[src/rtl/adder_meas_pkg.sv]
// Shared types for the adder ring-oscillator measurement sequencer.
// State encoding and fixed sequence lengths.
package adder_meas_pkg;

  typedef enum logic [2:0] {
    IDLE,
    LOAD,
    SETTLE,
    RUN,
    DRAIN,
    CAPTURE
  } meas_state_t;

  localparam int DRAIN_LEN = 2;

endpackage

[src/rtl/edge_sync_counter.sv]
// Synchronises the asynchronous ring output and counts its rising edges.
// The count saturates at all-ones; reaching it latches a sticky overflow.
module edge_sync_counter #(
  parameter int CNT_W = 32
) (
  input  logic             clk,
  input  logic             rst_n,
  input  logic             clear,
  input  logic             count_en,
  input  logic             chain_out,
  output logic [CNT_W-1:0] count,
  output logic             overflow
);

  logic [2:0] sync;
  logic       edge_hit;

  always_ff @(posedge clk or negedge rst_n) begin
    if (!rst_n) begin
      sync <= '0;
    end else begin
      sync <= {sync[1:0], chain_out};
    end
  end

  // sync[1] is the second synchroniser flop, sync[2] its delayed copy
  assign edge_hit = sync[1] & ~sync[2];

  always_ff @(posedge clk or negedge rst_n) begin
    if (!rst_n) begin
      count    <= '0;
      overflow <= 1'b0;
    end else if (clear) begin
      count    <= '0;
      overflow <= 1'b0;
    end else if (count_en && edge_hit) begin
      if (!(&count)) begin
        count <= count + 1'b1;
      end
      if (&count[CNT_W-1:1]) begin
        overflow <= 1'b1;
      end
    end
  end

endmodule

[src/rtl/adder_ring_measure_ctrl.sv]
// Sequencer: load adder operands, settle, run the ring for a window,
// then capture the edge count and adder sum.
module adder_ring_measure_ctrl
  import adder_meas_pkg::*;
#(
  parameter int WIDTH      = 32,
  parameter int CNT_W      = 32,
  parameter int SETTLE_CYC = 4
) (
  input  logic             wb_clk_i,
  input  logic             wb_rst_n,
  input  logic             start,
  input  logic             abort,
  input  logic [WIDTH-1:0] cfg_a,
  input  logic [WIDTH-1:0] cfg_b,
  input  logic [WIDTH-1:0] cfg_ext_mask,
  input  logic [WIDTH-1:0] cfg_ring_mask,
  input  logic [CNT_W-1:0] cfg_window,
  output logic             busy,
  output logic             done,
  output logic             overflow,
  output logic [CNT_W-1:0] result_count,
  output logic [WIDTH-1:0] result_sum,
  output logic [WIDTH-1:0] a_input,
  output logic [WIDTH-1:0] b_input,
  output logic [WIDTH-1:0] a_ext_bit_b,
  output logic [WIDTH-1:0] a_ring_bit_b,
  output logic             ring_en,
  input  logic             chain_out,
  input  logic [WIDTH-1:0] s_output
);

  localparam logic [CNT_W-1:0] SETTLE_LAST = CNT_W'(SETTLE_CYC - 1);
  localparam logic [CNT_W-1:0] DRAIN_LAST  = CNT_W'(DRAIN_LEN - 1);

  meas_state_t      state;
  logic [CNT_W-1:0] timer;
  logic [CNT_W-1:0] window;
  logic [CNT_W-1:0] count;
  logic             cnt_clear;
  logic             cnt_en;

  assign cnt_clear = (state == LOAD);
  assign cnt_en    = (state == RUN) || (state == DRAIN);

  edge_sync_counter #(
    .CNT_W(CNT_W)
  ) u_cnt (
    .clk      (wb_clk_i),
    .rst_n    (wb_rst_n),
    .clear    (cnt_clear),
    .count_en (cnt_en),
    .chain_out(chain_out),
    .count    (count),
    .overflow (overflow)
  );

  always_ff @(posedge wb_clk_i or negedge wb_rst_n) begin
    if (!wb_rst_n) begin
      state        <= IDLE;
      timer        <= '0;
      window       <= '0;
      busy         <= 1'b0;
      done         <= 1'b0;
      ring_en      <= 1'b0;
      result_count <= '0;
      result_sum   <= '0;
      a_input      <= '0;
      b_input      <= '0;
      a_ext_bit_b  <= '0;
      a_ring_bit_b <= '0;
    end else begin
      done <= 1'b0;
      if (abort) begin
        state   <= IDLE;
        busy    <= 1'b0;
        ring_en <= 1'b0;
      end else begin
        unique case (state)
          IDLE: begin
            if (start) begin
              state <= LOAD;
              busy  <= 1'b1;
            end
          end
          LOAD: begin
            a_input      <= cfg_a;
            b_input      <= cfg_b;
            a_ext_bit_b  <= cfg_ext_mask;
            a_ring_bit_b <= cfg_ring_mask;
            window       <= cfg_window;
            timer        <= SETTLE_LAST;
            state        <= SETTLE;
          end
          SETTLE: begin
            if (timer != '0) begin
              timer <= timer - 1'b1;
            end else if (window == '0) begin
              state <= DRAIN;
              timer <= DRAIN_LAST;
            end else begin
              state   <= RUN;
              ring_en <= 1'b1;
              timer   <= window - 1'b1;
            end
          end
          RUN: begin
            if (timer != '0) begin
              timer <= timer - 1'b1;
            end else begin
              state   <= DRAIN;
              ring_en <= 1'b0;
              timer   <= DRAIN_LAST;
            end
          end
          DRAIN: begin
            if (timer != '0) begin
              timer <= timer - 1'b1;
            end else begin
              state <= CAPTURE;
            end
          end
          CAPTURE: begin
            state        <= IDLE;
            busy         <= 1'b0;
            done         <= 1'b1;
            result_count <= count;
            result_sum   <= s_output;
          end
          default: begin
            state   <= IDLE;
            busy    <= 1'b0;
            ring_en <= 1'b0;
          end
        endcase
      end
    end
  end

endmodule

[config.mk]
export PLATFORM = sky130hd
export DESIGN_NAME = adder_ring_measure_ctrl
export DESIGN_NICKNAME = d
export VERILOG_FILES = /design/src/rtl/adder_meas_pkg.sv /design/src/rtl/edge_sync_counter.sv /design/src/rtl/adder_ring_measure_ctrl.sv
export SDC_FILE = /design/constraint.sdc
export NUM_CORES = 1
export LEC_CHECK = 0
export BUFFER_PORTS_ARGS = -buffer_cell sky130_fd_sc_hd__buf_2
export CAP_MARGIN = 40
export CORE_MARGIN = 2
export CORE_UTILIZATION = 45
export DETAILED_ROUTE_END_ITERATION = 6
export HOLD_SLACK_MARGIN = 0.05
export PLACE_DENSITY = 0.77
export REMOVE_ABC_BUFFERS = 1
export SLEW_MARGIN = 10
export SYNTH_ARGS = -nofsm -noshare
export SYNTH_HDL_FRONTEND = slang
export SYNTH_HIERARCHICAL = 1
export SYNTH_SLANG_ARGS = --single-unit
export TNS_END_PERCENT = 20
[constraint.sdc]
create_clock -name wb_clk_i -period 3.92 [get_ports wb_clk_i]
set_clock_uncertainty 0.2 [all_clocks]
set_input_delay 0.196 -clock wb_clk_i [delete_from_list [all_inputs] [get_ports wb_clk_i]]
set_output_delay 0.196 -clock wb_clk_i [all_outputs]
set_load 0.03 [all_outputs]
# Word-level counts from Yosys, hierarchy flattened
# Index checks and enable logic that the tools add are counted.
dict set report totals {
  regBits 298
  inputBits 197
  elab_cells 83
  latchBits 0
  mem_bits_ro 0
  n_memories 0
  ram_bits 0
  out_inout_bits 196
}
dict set report op_classes {
  order_cmp 0
  muxes 28
  reduce_logical 20
  shift 0
  n_eq_ne 14
  n_mul 0
  n_bitwise 3
  addsub 3
  n_div 0
}
# cell n
set ops {}
lappend ops {{2-to-1 mux 32 bit} 7}
lappend ops {{case mux 32 bit (4 select lines)} 1}
lappend ops {{subtractor 32 x 1 -> 32 bit, second input constant} 2}
lappend ops {{adder 32 x 1 -> 32 bit, second input constant} 1}
lappend ops {{logical NOT 32 bit} 1}
lappend ops {{AND reduction 32 bit} 1}
lappend ops {{nonzero test 32 bit} 1}
lappend ops {{AND reduction 31 bit} 1}
lappend ops {{2-to-1 mux 3 bit} 6}
lappend ops {{!= test 3 bit, second input constant} 5}
lappend ops {{case mux 3 bit (5 select lines)} 1}
lappend ops {{2-to-1 mux 1 bit} 11}
lappend ops {{AND reduction 2 bit} 5}
lappend ops {{AND reduction 4 bit} 2}
lappend ops {{OR reduction 4 bit} 2}
lappend ops {{== test 3 x 2 -> 1 bit, second input constant} 2}
lappend ops {{== test 3 bit, second input constant} 2}
lappend ops {{!= test 2 x 1 -> 1 bit, second input constant} 3}
lappend ops {{nonzero test 2 bit} 2}
lappend ops {{nonzero test 4 bit} 1}
lappend ops {{== test 3 x 1 -> 1 bit, second input constant} 1}
lappend ops {{logical NOT 3 bit} 1}
lappend ops {{case mux 1 bit (3 select lines)} 1}
lappend ops {{AND reduction 3 bit} 1}
lappend ops {{other kinds (6)} 7}

# Depth between registers and ports, before layout
# Gate-level depths: netlist (run 1).
dict set report depth {
  ltp_word 5
  ltp_mapped 10
  mapped_depth_nobuf 9
}

# Modules after synthesis
# Netlist (run 1), hierarchy kept.
# module cells_each seq_area_each_um2 instances area_each_um2
set by_module_without_submodules {}
lappend by_module_without_submodules {adder_ring_measure_ctrl 899 6556.3 1 11442.2}
lappend by_module_without_submodules {edge_sync_counter 209 900.9 1 2004.4}

# Worst setup path after synthesis (run 1)
# OpenSTA, ideal clock, no wires.
dict set report synth_timing {
  path_kind {reg2reg}
  start {register window[11]}
  end {register timer[16]}
  setup_ns 0.126
  period_less_slack_ns 2.816
  required_time_ns 3.594
  arrival_ns 2.490
  path_buffers 3
  slack_ns 1.104
  stages_incl_launch_ff 11
  cell_sequence {dfrtp_1 > or4_1 > buf_2 > or4_4 > buf_6 > nor3_4 > nor3_2 > buf_6 > nand2_2 > a21oi_1 > a221o_1}
}
dict set report synth_via {
  elab_chain_cells 4
  word_cells_on_any_way 5
  cone_classes {1 x add/sub; 3 x mux; 1 x reduce/logical}
}
# element line_no
set synth_lines {}
lappend synth_lines {{from (decl)} adder_ring_measure_ctrl.sv:38} ;# logic [CNT_W-1:0] window;
lappend synth_lines {{from (signal assigned)} adder_ring_measure_ctrl.sv:91} ;# window <= cfg_window;
lappend synth_lines {{subtractor 32 x 1 -> 32 bit or logical NOT 32 bit (tied branches)} {adder_ring_measure_ctrl.sv:104, adder_ring_measure_ctrl.sv:98}}
lappend synth_lines {{2-to-1 mux 32 bit *} adder_ring_measure_ctrl.sv:98} ;# end else if (window == '0) begin
lappend synth_lines {{2-to-1 mux 32 bit *} adder_ring_measure_ctrl.sv:96} ;# if (timer != '0) begin
lappend synth_lines {{case mux 32 bit (4 select lines) *} adder_ring_measure_ctrl.sv:79} ;# unique case (state)
lappend synth_lines {{to (signal assigned)} adder_ring_measure_ctrl.sv:97} ;# timer <= timer - 1'b1;
lappend synth_lines {{to (signal assigned)} adder_ring_measure_ctrl.sv:104} ;# timer <= window - 1'b1;
lappend synth_lines {{to (signal assigned)} adder_ring_measure_ctrl.sv:109} ;# timer <= timer - 1'b1;
lappend synth_lines {{to (decl)} adder_ring_measure_ctrl.sv:37} ;# logic [CNT_W-1:0] timer;
# Mark *: on every way between the ends. The rest lies on a longest branch, timed or not.
# A chain may end at the register's enable or synchronous reset.

# Worst setup path after layout (run 1)
dict set report layout_timing {
  start {register state[2]}
  end {register u_cnt.count[27]}
}
dict set report layout_via {
  elab_chain_cells 5
  word_cells_on_any_way 9
  cone_classes {4 x eq/ne; 1 x mux; 4 x reduce/logical}
}
# element line_no
set layout_lines {}
lappend layout_lines {{from (decl)} adder_ring_measure_ctrl.sv:36} ;# meas_state_t state;
lappend layout_lines {{from (signal assigned)} adder_ring_measure_ctrl.sv:60} ;# state <= IDLE;
lappend layout_lines {{from (signal assigned)} adder_ring_measure_ctrl.sv:75} ;# state <= IDLE;
lappend layout_lines {{from (signal assigned)} adder_ring_measure_ctrl.sv:82} ;# state <= LOAD;
lappend layout_lines {{== test 3 x 2 -> 1 bit or == test 3 bit (tied branches)} adder_ring_measure_ctrl.sv:44} ;# assign cnt_en = (state == RUN) || (state == DRAIN);
lappend layout_lines {{logical OR 1 bit *} adder_ring_measure_ctrl.sv:44}
lappend layout_lines {{named net cnt_en} adder_ring_measure_ctrl.sv:41} ;# logic cnt_en;
lappend layout_lines {{logical AND 1 bit *} edge_sync_counter.sv:36} ;# end else if (count_en && edge_hit) begin
lappend layout_lines {{nonzero test 2 bit (no line) *} -}
lappend layout_lines {{AND reduction 2 bit (no line) *} -}
lappend layout_lines {{to (signal assigned)} edge_sync_counter.sv:38} ;# count <= count + 1'b1;
lappend layout_lines {{to (decl)} edge_sync_counter.sv:11} ;# output logic [CNT_W-1:0] count,
# The timed path passes the listed nets; every way through them passes the cells marked *.

==> results of run 1 <==
## area by class of cell
type                    instances  share of cell area (%)
well taps                     390                    2.59
diodes                          4                  0.0532
multi-input cells             742                    30.3
repair buffers                604                    21.7
flip-flops and latches        298                    39.6
clock buffers                  45                    4.83
inverters                      12                   0.239
clock inverters                13                   0.605
## placed cells by master (no fill, tap or decap), types with 6 or more instances in the layout
cell and n:
nand3_1 25, nor4_1 20, nor3_1 30, nor2b_1 10
clkbuf_8 8, dlygate4sd3_1 196, and4_1 6, or3_1 15
dfrtp_1 298, nand2_1 50, clkinv_2 8, o31ai_1 11
inv_1 12, buf_2 391, or4_1 17, xor2_1 20
xnor2_1 29, o21ai_0 47, clkbuf_1 6, a21oi_1 51
mux2_2 222, buf_4 13, nor2_1 69, nand4_1 14
clkbuf_16 31
## registers in the layout (all words and copies together), names as in the netlist, 3 cells and up
register / flops
a_input: 32
u_cnt/count: 32
state: 3
u_cnt/sync: 3
result_sum: 32
window: 32
timer: 32
result_count: 32
b_input: 32
a_ext_bit_b: 32
a_ring_bit_b: 32
## final timing paths
check / startpoint / end / slack (ns) / depth (start not counted)
min reg2reg: u_cnt/sync[0] / u_cnt/sync[1] / 0.17 / 0
min in group wb_clk_i: start / state[2] / 0.10 / 6
max reg2reg: state[2] / u_cnt/count[27] / 0.63 / 9
min: wb_rst_n / result_count[0] / 0.05 / 2
max: state[2] / u_cnt/count[27] / 0.63 / 9
max in group asynchronous: wb_rst_n / timer[25] / 2.35 / 3
## worst max-delay path: stages, from the launching register on
cell and delay (ns):
dfrtp_1 0.36, buf_4 0.17, inv_1 0.15, nand2_1 0.20, o21ai_0 0.22, nand3b_1 0.46, nor3_2 0.66, nand3_1 0.20
or4_1 0.43, a21oi_1 0.15
## stage by stage
step / TNS, ns / instances / worst slack, ns / cell area [µm²]
finish: 0 / 2108 / 0.633 / 18800
global route: 0 / 2108 / 0.415 / 18800
CTS: 0 / 2104 / 0.681 / 18800
detailed placement: 0 / 1850 / 0.699 / 15800
global placement: 0 / 1850 / 0.788 / 15800
floorplan: -1587.63 / 1052 / -9.11 / 13200
## power groups by stage
stage          Clock (W)  Sequential [W]  Combinational [W]
6_report         0.00298         0.00495            0.00521
5_1_grt          0.00315         0.00504            0.00548
4_1_cts          0.00299         0.00481            0.00508
3_5_place_dp           0         0.00483            0.00489
3_3_place_gp           0         0.00477            0.00481
2_1_floorplan          0         0.00630            0.00183
## cell families after synthesis
group / count (synthesis) / share of synthesized area [%]
and+or+nand+nor: 302 / 12.5
AOI/OAI and AO/OA: 158 / 7.11
DFF: 298 / 55.5
muxes: 228 / 19.1
xor gates and xnor gates: 49 / 3.19
buffers and inverters: 68 / 2.19
adders and majority gates: 5 / 0.465
## layer usage
| layer | vias up | track usage, % |
|---|---|---|
| met5 | - | 0 |
| li1 | 5193 | - |
| met2 | 568 | 49.0 |
| met4 | 0 | 13.3 |
| met1 | 5846 | 32.9 |
| met3 | 165 | 6.38 |
## what timing repair did
item                       in CTS  in global routing
resized for setup               0                  0
hold endpoints to repair      295                  0
hold buffers                  196                  0
setup endpoints to repair       0                  0
==> results_dict.tcl, run 1 <==
set metrics [dict create \
    run_status "finished clean" \
    tightest_slew_ns 0.994 \
    worstPathMaxFanout 15 \
    p_leak_nw 8.72 \
    top_layer_used "met4" \
    dr_wl_met3_um 3370 \
    area_delta_synth_final_pct 40.0 \
    internal-power_w 0.00766 \
    wl_met2_um 23200 \
    drc 0 \
    multi_input_area_um2 5710 \
    grt_pass1_vias 12600 \
    synth_commonest_cells "dfrtp_1, mux2_2, nor2_1" \
    grt_antenna_before_repair 4 \
    synth_top_area_cell "dfrtp_1" \
    die_w_um 177 \
    hold_viol_final 0 \
    async_flop_share_pct 100 \
    root_buffer "clkbuf_16" \
    drv_cap 0 \
    core-area_um2 29600 \
    fmax_ghz 0.304 \
    tritoncts "yes" \
    ys_ff_latch 298 \
    p_comb_share_pct 39.7 \
    ys.flop_type "dfrtp_1" \
    synth_edf_count 0 \
    place_congestion 0.902 \
    path_clk_slew_ns 0.06 \
    place_hpwl_um 27200 \
    yosys.area.top_type_share_pct 55.5 \
    pwr-share-seq_pct 37.6 \
    start_kind "flop" \
    yosys-top-cells-area "dfrtp_1, mux2_2, nor2_1, a21oi_1, xnor2_1" \
    numCtsBuffers 31 \
    clk_latency_ns 0.57 \
    netSwitchingFraction_pct 41.7 \
    grt_first_pass_wirelength_um 69200 \
    hold_class "in -> async" \
    fin_nets 1891 \
    detail-route-antenna-nets 0 \
    crit_arrival_ns 3.58 \
    synthCells 1108 \
    htreeDepth 1 \
    slew_headroom_pct 33.7 \
    synth_cell_types 69 \
    synthesis.area_um2 13400 \
    wl_per_cell_um 21.3 \
    num_rows 63 \
    grt_use_total_pct 28.1 \
    p_switching_w 0.00547 \
    grt.overflow.total 0 \
    peakVddDrop_mv 0.637 \
    fillCellCount 2096 \
    fin_util_pct 63.7 \
    critical_path_required_ns 4.22 \
    start_util_pct 45.5 \
    viasPerCell 5.58 \
    fin_crit_ns 3.29 \
    drt-met1-wl_um 16200 \
    setup-violations-final 0 \
    dieArea_um2 31300 \
    ios 393 \
    cts.path.max_buffers 3 \
    drt_first_pass_iters 6 \
    ys_seq_area_share_pct 55.5 \
    rsz0062_at_grt "no" \
    fin_crit_sh_pct 83.9 \
    die_h_um 177 \
    layout-drive-gt1-share_pct 41.4 \
    critPathKind "reg -> reg" \
    drtIter0Drc 990 \
    synth.most_common_cell "dfrtp_1" \
    p_clk_share_pct 22.7 \
    syn_area_per_cell_um2 12.1 \
    synth.yosys.warnings 6 \
    vias 11800 \
    drv_slew 0 \
    power_w 0.0131 \
    pwr_density_cell_nw_per_um2 698 \
    postCtsSetupBuffers 0 \
    port-buffer-count 392 \
    clkSinkCount 298 \
    grt_max_degree 163 \
    routed_wl_um 44900 \
    end_kind "flop" \
    hold_slack_ns 0.0526 \
    seq_area_um2 7460 \
]
(Power assumes the default switching activity.)
==> run 2, diff against run 1 <==
--- a/config.mk
+++ b/config.mk
@@ -11,7 +11,7 @@
 export CORE_UTILIZATION = 45
 export DETAILED_ROUTE_END_ITERATION = 6
 export HOLD_SLACK_MARGIN = 0.05
-export PLACE_DENSITY = 0.77
+export PLACE_DENSITY = 0.8
 export REMOVE_ABC_BUFFERS = 1
 export SLEW_MARGIN = 10
 export SYNTH_ARGS = -nofsm -noshare
==> constraint.sdc (replaced) <==
create_clock -name wb_clk_i -period 2.9 [get_ports wb_clk_i]
set_clock_uncertainty 0.2 [all_clocks]
set_input_delay 0.145 -clock wb_clk_i [delete_from_list [all_inputs] [get_ports wb_clk_i]]
set_output_delay 0.145 -clock wb_clk_i [all_outputs]
set_load 0.03 [all_outputs]
==> results_dict.tcl, run 2 (synthesis gave the netlist of run 1 again) <==
set metrics [dict create \
    path_clk_slew_ns 0.06 \
    fillCellCount 2074 \
    run_status "finished clean" \
    final_common_cell "buf_2" \
    start_util_pct 45.5 \
    setup-violations-final 0 \
    power_w 0.0182 \
    tightest_slew_ns 0.839 \
    fin_nets 1933 \
    htreeDepth 1 \
    vias 12200 \
    place_hpwl_um 28800 \
    place_ws_ns 0.0561 \
    fin_crit_sh_pct 96.9 \
    crit_arrival_ns 3.05 \
    place_congestion 0.907 \
    die_w_um 177 \
    die_h_um 177 \
    drtIter0Drc 1077 \
    rr_startpoint "window[16]" \
    grt.overflow.total 0 \
    final_cell_mix "buf_2, dfrtp_1, mux2_2, dlygate4sd3_1, nor2_1" \
    reg2reg_depth 7 \
    grt_max_degree 91 \
    pwr_density_cell_nw_per_um2 945 \
    routed_wl_um 47900 \
    drc 0 \
    grt_first_pass_wirelength_um 73300 \
    start_kind "flop" \
    finalSetupTns_ns 0 \
    numCtsBuffers 31 \
    peakVddDrop_mv 0.869 \
    final_cells 2158 \
    clk_latency_ns 0.57 \
    slew_headroom_pct 43.7 \
    port-buffer-count 392 \
    critPathMaxStageDelay_ns 0.59 \
    hold_slack_ns 0.0584 \
    multi_input_area_um2 5760 \
    critPathKind "reg -> reg" \
    worstHoldEndpoint "u_cnt/sync[0]" \
    grt_use_total_pct 30.2 \
    drv_cap 0 \
    worstPathMaxFanout 11 \
    cts.path.max_buffers 3 \
    cp_cell_sequence "or3_1 -> or4_4 -> nor3_4 -> nor3_2 -> nand2_1 -> a21oi_1 -> a221o_1" \
    holdCritStartpoint "chain_out" \
    rsz0062_at_grt "yes" \
    viasPerCell 5.66 \
    dieArea_um2 31300 \
    fmax_ghz 0.356 \
    grt_antenna_before_repair 14 \
    seq_area_um2 7460 \
    drv_slew 0 \
    p_leak_nw 8.98 \
    root_buffer "clkbuf_16" \
    hold_class "in -> reg" \
    critical_path_required_ns 3.14 \
    area_delta_synth_final_pct 43.5 \
    hold_viol_final 0 \
    detail-route-antenna-nets 0 \
    wl_per_cell_um 22.2 \
    fin_ws_ns 0.0890 \
    tritoncts "yes" \
    grt_pass1_vias 13000 \
    fin_crit_ns 2.81 \
    dp_cells 1889 \
    end_kind "flop" \
    clkSinkCount 298 \
    core-area_um2 29600 \
    r2r_slack_ns 0.09 \
    num_rows 63 \
    hold_depth 2 \
    ios 393 \
    crit_slowest_cell "or4_4" \
    layout-drive-gt1-share_pct 43.2 \
    reg2reg_to "timer[12]" \
    drt_first_pass_iters 5 \
]
## run 2: cell types whose count changed in the layout (fill, tap and decap cells not counted), moves of 2 or more
| cell | before | now |
|---|---|---|
| buf_4 | 13 | 48 |
| diode_2 | 4 | 14 |
| buf_12 | 3 | 8 |
| bufinv_16 | 1 | 3 |
| clkbuf_8 | 8 | 6 |
| dlygate4sd3_1 | 196 | 198 |
| or4_1 | 17 | 15 |
| or4_4 | 1 | 3 |
## run 2: timing repair
action                                  4_1_cts  5_1_grt
gates resized for setup                       0       11
buffers inserted                              0        1
hold endpoints to repair                    497        0
endpoints found under the setup margin        0       24
hold buffers                                198        0
## run 2: layout make-up
type / instances / area share, %
Sequential cell: 298 / 38.6
Multi-Input combinational cell: 742 / 29.9
Clock buffer: 42 / 4.54
Tap cell: 390 / 2.53
Inverter: 12 / 0.233
Antenna cell: 14 / 0.182
Clock inverter: 14 / 0.817
Timing Repair Buffer: 646 / 23.2
## run 2: stage by stage
step	utilization, %	area [µm²]
after CTS	65.0	19200
after detailed placement	54.7	16200
after global routing	65.3	19300
after global placement	54.7	16200
final	65.3	19300
after floorplan	-	13200
## run 2: worst max path at each step
| stage | startpoint | depth (start not counted) | slack (ns) | endpoint |
|---|---|---|---|---|
| 3_5_place_dp | window[0] | 9 | 0.06 | timer[18] |
| 2_1_floorplan | state[1] | 3 | -10.13 | a_ext_bit_b[0] |
| 5_1_grt | window[20] | 7 | -0.04 | timer[12] |
| 3_3_place_gp | window[11] | 7 | 0.13 | timer[12] |
| 4_1_cts | window[0] | 9 | 0.03 | timer[18] |
| 6_report | window[16] | 7 | 0.09 | timer[12] |
## run 2: worst max-delay path, delay by kind of cell (launching register included)
family	cells	cell delay, ns
simple gates	5	1.70
flops	1	0.42
compound gates	2	0.39
## run 2: power by group
group	switching (W)	total (W)	internal [W]
Clock	0.00174	0.00412	0.00238
Combinational	0.00468	0.00742	0.00274
Sequential	0.00117	0.00669	0.00553
Total	0.00759	0.0182	0.0106
## run 2: layer usage
layer | part of all wire (%) | global-route usage [%] | vias up
li1 | - | - | 5316
met4 | 6.2 | 17.4 | 2
met2 | 50 | 51.7 | 704
met5 | 0.019 | 0 | -
met3 | 8.3 | 7.88 | 208
met1 | 35 | 34.1 | 5976
==> run 3, diff against run 2 <==
--- a/config.mk
+++ b/config.mk
@@ -11,6 +11,7 @@
 export CORE_UTILIZATION = 45
 export DETAILED_ROUTE_END_ITERATION = 6
 export HOLD_SLACK_MARGIN = 0.05
+export MAX_ROUTING_LAYER = met4
 export PLACE_DENSITY = 0.8
 export REMOVE_ABC_BUFFERS = 1
 export SLEW_MARGIN = 10
==> results_dict.tcl, run 3 (synthesis gave the netlist of run 1 again) <==
set metrics [dict create \
    run_status "finished with violations" \
    failed_checks "negative setup slack" \
    fin_nets 1934 \
    rsz0062_at_grt "yes" \
    critPathBufInv 0 \
    fin_crit_sh_pct 101 \
    routed_wl_um 46900 \
    grt_use_total_pct 30.3 \
    fin_crit_ns 2.94 \
    grt_max_degree 97 \
    core-area_um2 29600 \
    start_kind "flop" \
    critPathKind "reg -> reg" \
    ios 393 \
    fmax_ghz 0.340 \
    wl_per_cell_um 21.7 \
    area_delta_synth_final_pct 43.8 \
    drt_first_pass_iters 5 \
    drc 0 \
    die_w_um 177 \
    die_h_um 177 \
    drv_slew 0 \
    dieArea_um2 31300 \
    numCtsBuffers 34 \
    grt_antenna_before_repair 10 \
    wl_met2_um 23600 \
    vias 12200 \
    top_layer_used "met4" \
    place_congestion 0.911 \
    grt_pass1_vias 12900 \
    start_util_pct 45.5 \
    viasPerCell 5.66 \
    htreeDepth 2 \
    path_clk_slew_ns 0.06 \
    power_w 0.0183 \
    drv_cap 0 \
    tritoncts "yes" \
    pwr_density_cell_nw_per_um2 946 \
    p_leak_nw 8.98 \
    drtIter0Drc 911 \
    peakVddDrop_mv 0.972 \
    fin_ws_ns -0.0375 \
    drt-met1-wl_um 16500 \
    port-buffer-count 392 \
    place_ws_ns 0.0763 \
    detail-route-antenna-nets 0 \
    critical_path_required_ns 3.08 \
    crit_slowest_cell "or4_4" \
    root_buffer "clkbuf_16" \
    hold_class "in -> reg" \
    final_cell_mix "buf_2, dfrtp_1, mux2_2, dlygate4sd3_1, nor2_1" \
    setup-violations-final 2 \
    place_hpwl_um 28300 \
    dr_wl_met3_um 3800 \
    clkSinkCount 298 \
    finalSetupTns_ns -0.0427 \
    crit_arrival_ns 3.12 \
    grt_first_pass_wirelength_um 71600 \
    end_kind "flop" \
    critPathMaxStageDelay_ns 0.63 \
    cts.path.max_buffers 3 \
    clk_latency_ns 0.52 \
    layout-drive-gt1-share_pct 43.1 \
    grt.overflow.total 0 \
    cp_cell_sequence "or3_1 -> or4_4 -> nor2_2 -> and3b_1 -> xor2_2 -> a21oi_1 -> o31ai_1" \
    path_delay_family "simple AND/OR/NAND/NOR gates" \
    worstPathMaxFanout 7 \
    slew_headroom_pct 40.4 \
    final_common_cell "buf_2" \
    num_rows 63 \
    tightest_slew_ns 0.890 \
    hold_viol_final 0 \
]
run 3: cell count changes in the layout (fill, tap and decap cells not counted), sizes merged, moves of 2 or more:
cell      before  now
clkinv         8    6
clkbuf        42   49
diode         14   11
bufinv         3    0
clkinvlp       2    4
run 3: where the power goes:
group / internal, W / switching [W] / total [W]
Clock: 0.00239 / 0.00180 / 0.00419
Combinational: 0.00280 / 0.00468 / 0.00747
Sequential: 0.00553 / 0.00111 / 0.00664
run 3: layer usage:
layer	up-vias	track usage (%)
li1	5292	-
met1	6005	33.9
met2	697	49.8
met3	210	7.22
met4	0	17.2
met5	-	-
run 3: through the flow:
step,util [%],hold WS (ns),instance area [µm²],std cells
floorplan,-,-0.351,13200,1052
global placement,54.7,-0.130,16200,1888
detailed placement,54.7,-0.126,16200,1888
CTS,65.1,0.102,19300,2147
global route,65.4,0.137,19300,2157
finish,65.4,0.122,19300,2158
run 3: cell type report:
cell class | count | area, µm²
Timing Repair Buffer | 644 | 4480
Clock buffer | 49 | 987
Inverter | 12 | 45.0
Sequential cell | 298 | 7460
Multi-Input combinational cell | 742 | 5760
Antenna cell | 11 | 27.5
Tap cell | 390 | 488
Clock inverter | 12 | 92.6
Fill cell | 2032 | 10200
run 3: worst paths after layout:
path / from / endpoint / slack [ns] / depth (start not counted)
worst min-delay path: chain_out / u_cnt/sync[0] / 0.12 / 2
worst max register to register: window[16] / timer[23] / -0.04 / 7
worst min register to register: u_cnt/sync[0] / u_cnt/sync[1] / 0.17 / 0
worst max-delay path: window[16] / timer[23] / -0.04 / 7
max in group asynchronous: wb_rst_n / a_ring_bit_b[0] / 1.36 / 4
min in group asynchronous: wb_rst_n / result_count[12] / 0.63 / 4
run 3: what timing repair did:
item	4_1_cts	5_1_grt
hold buffers	198	0
setup buffers	0	0
endpoints found under the setup margin	0	20
resized for setup	0	12
endpoints found under the hold margin	496	0
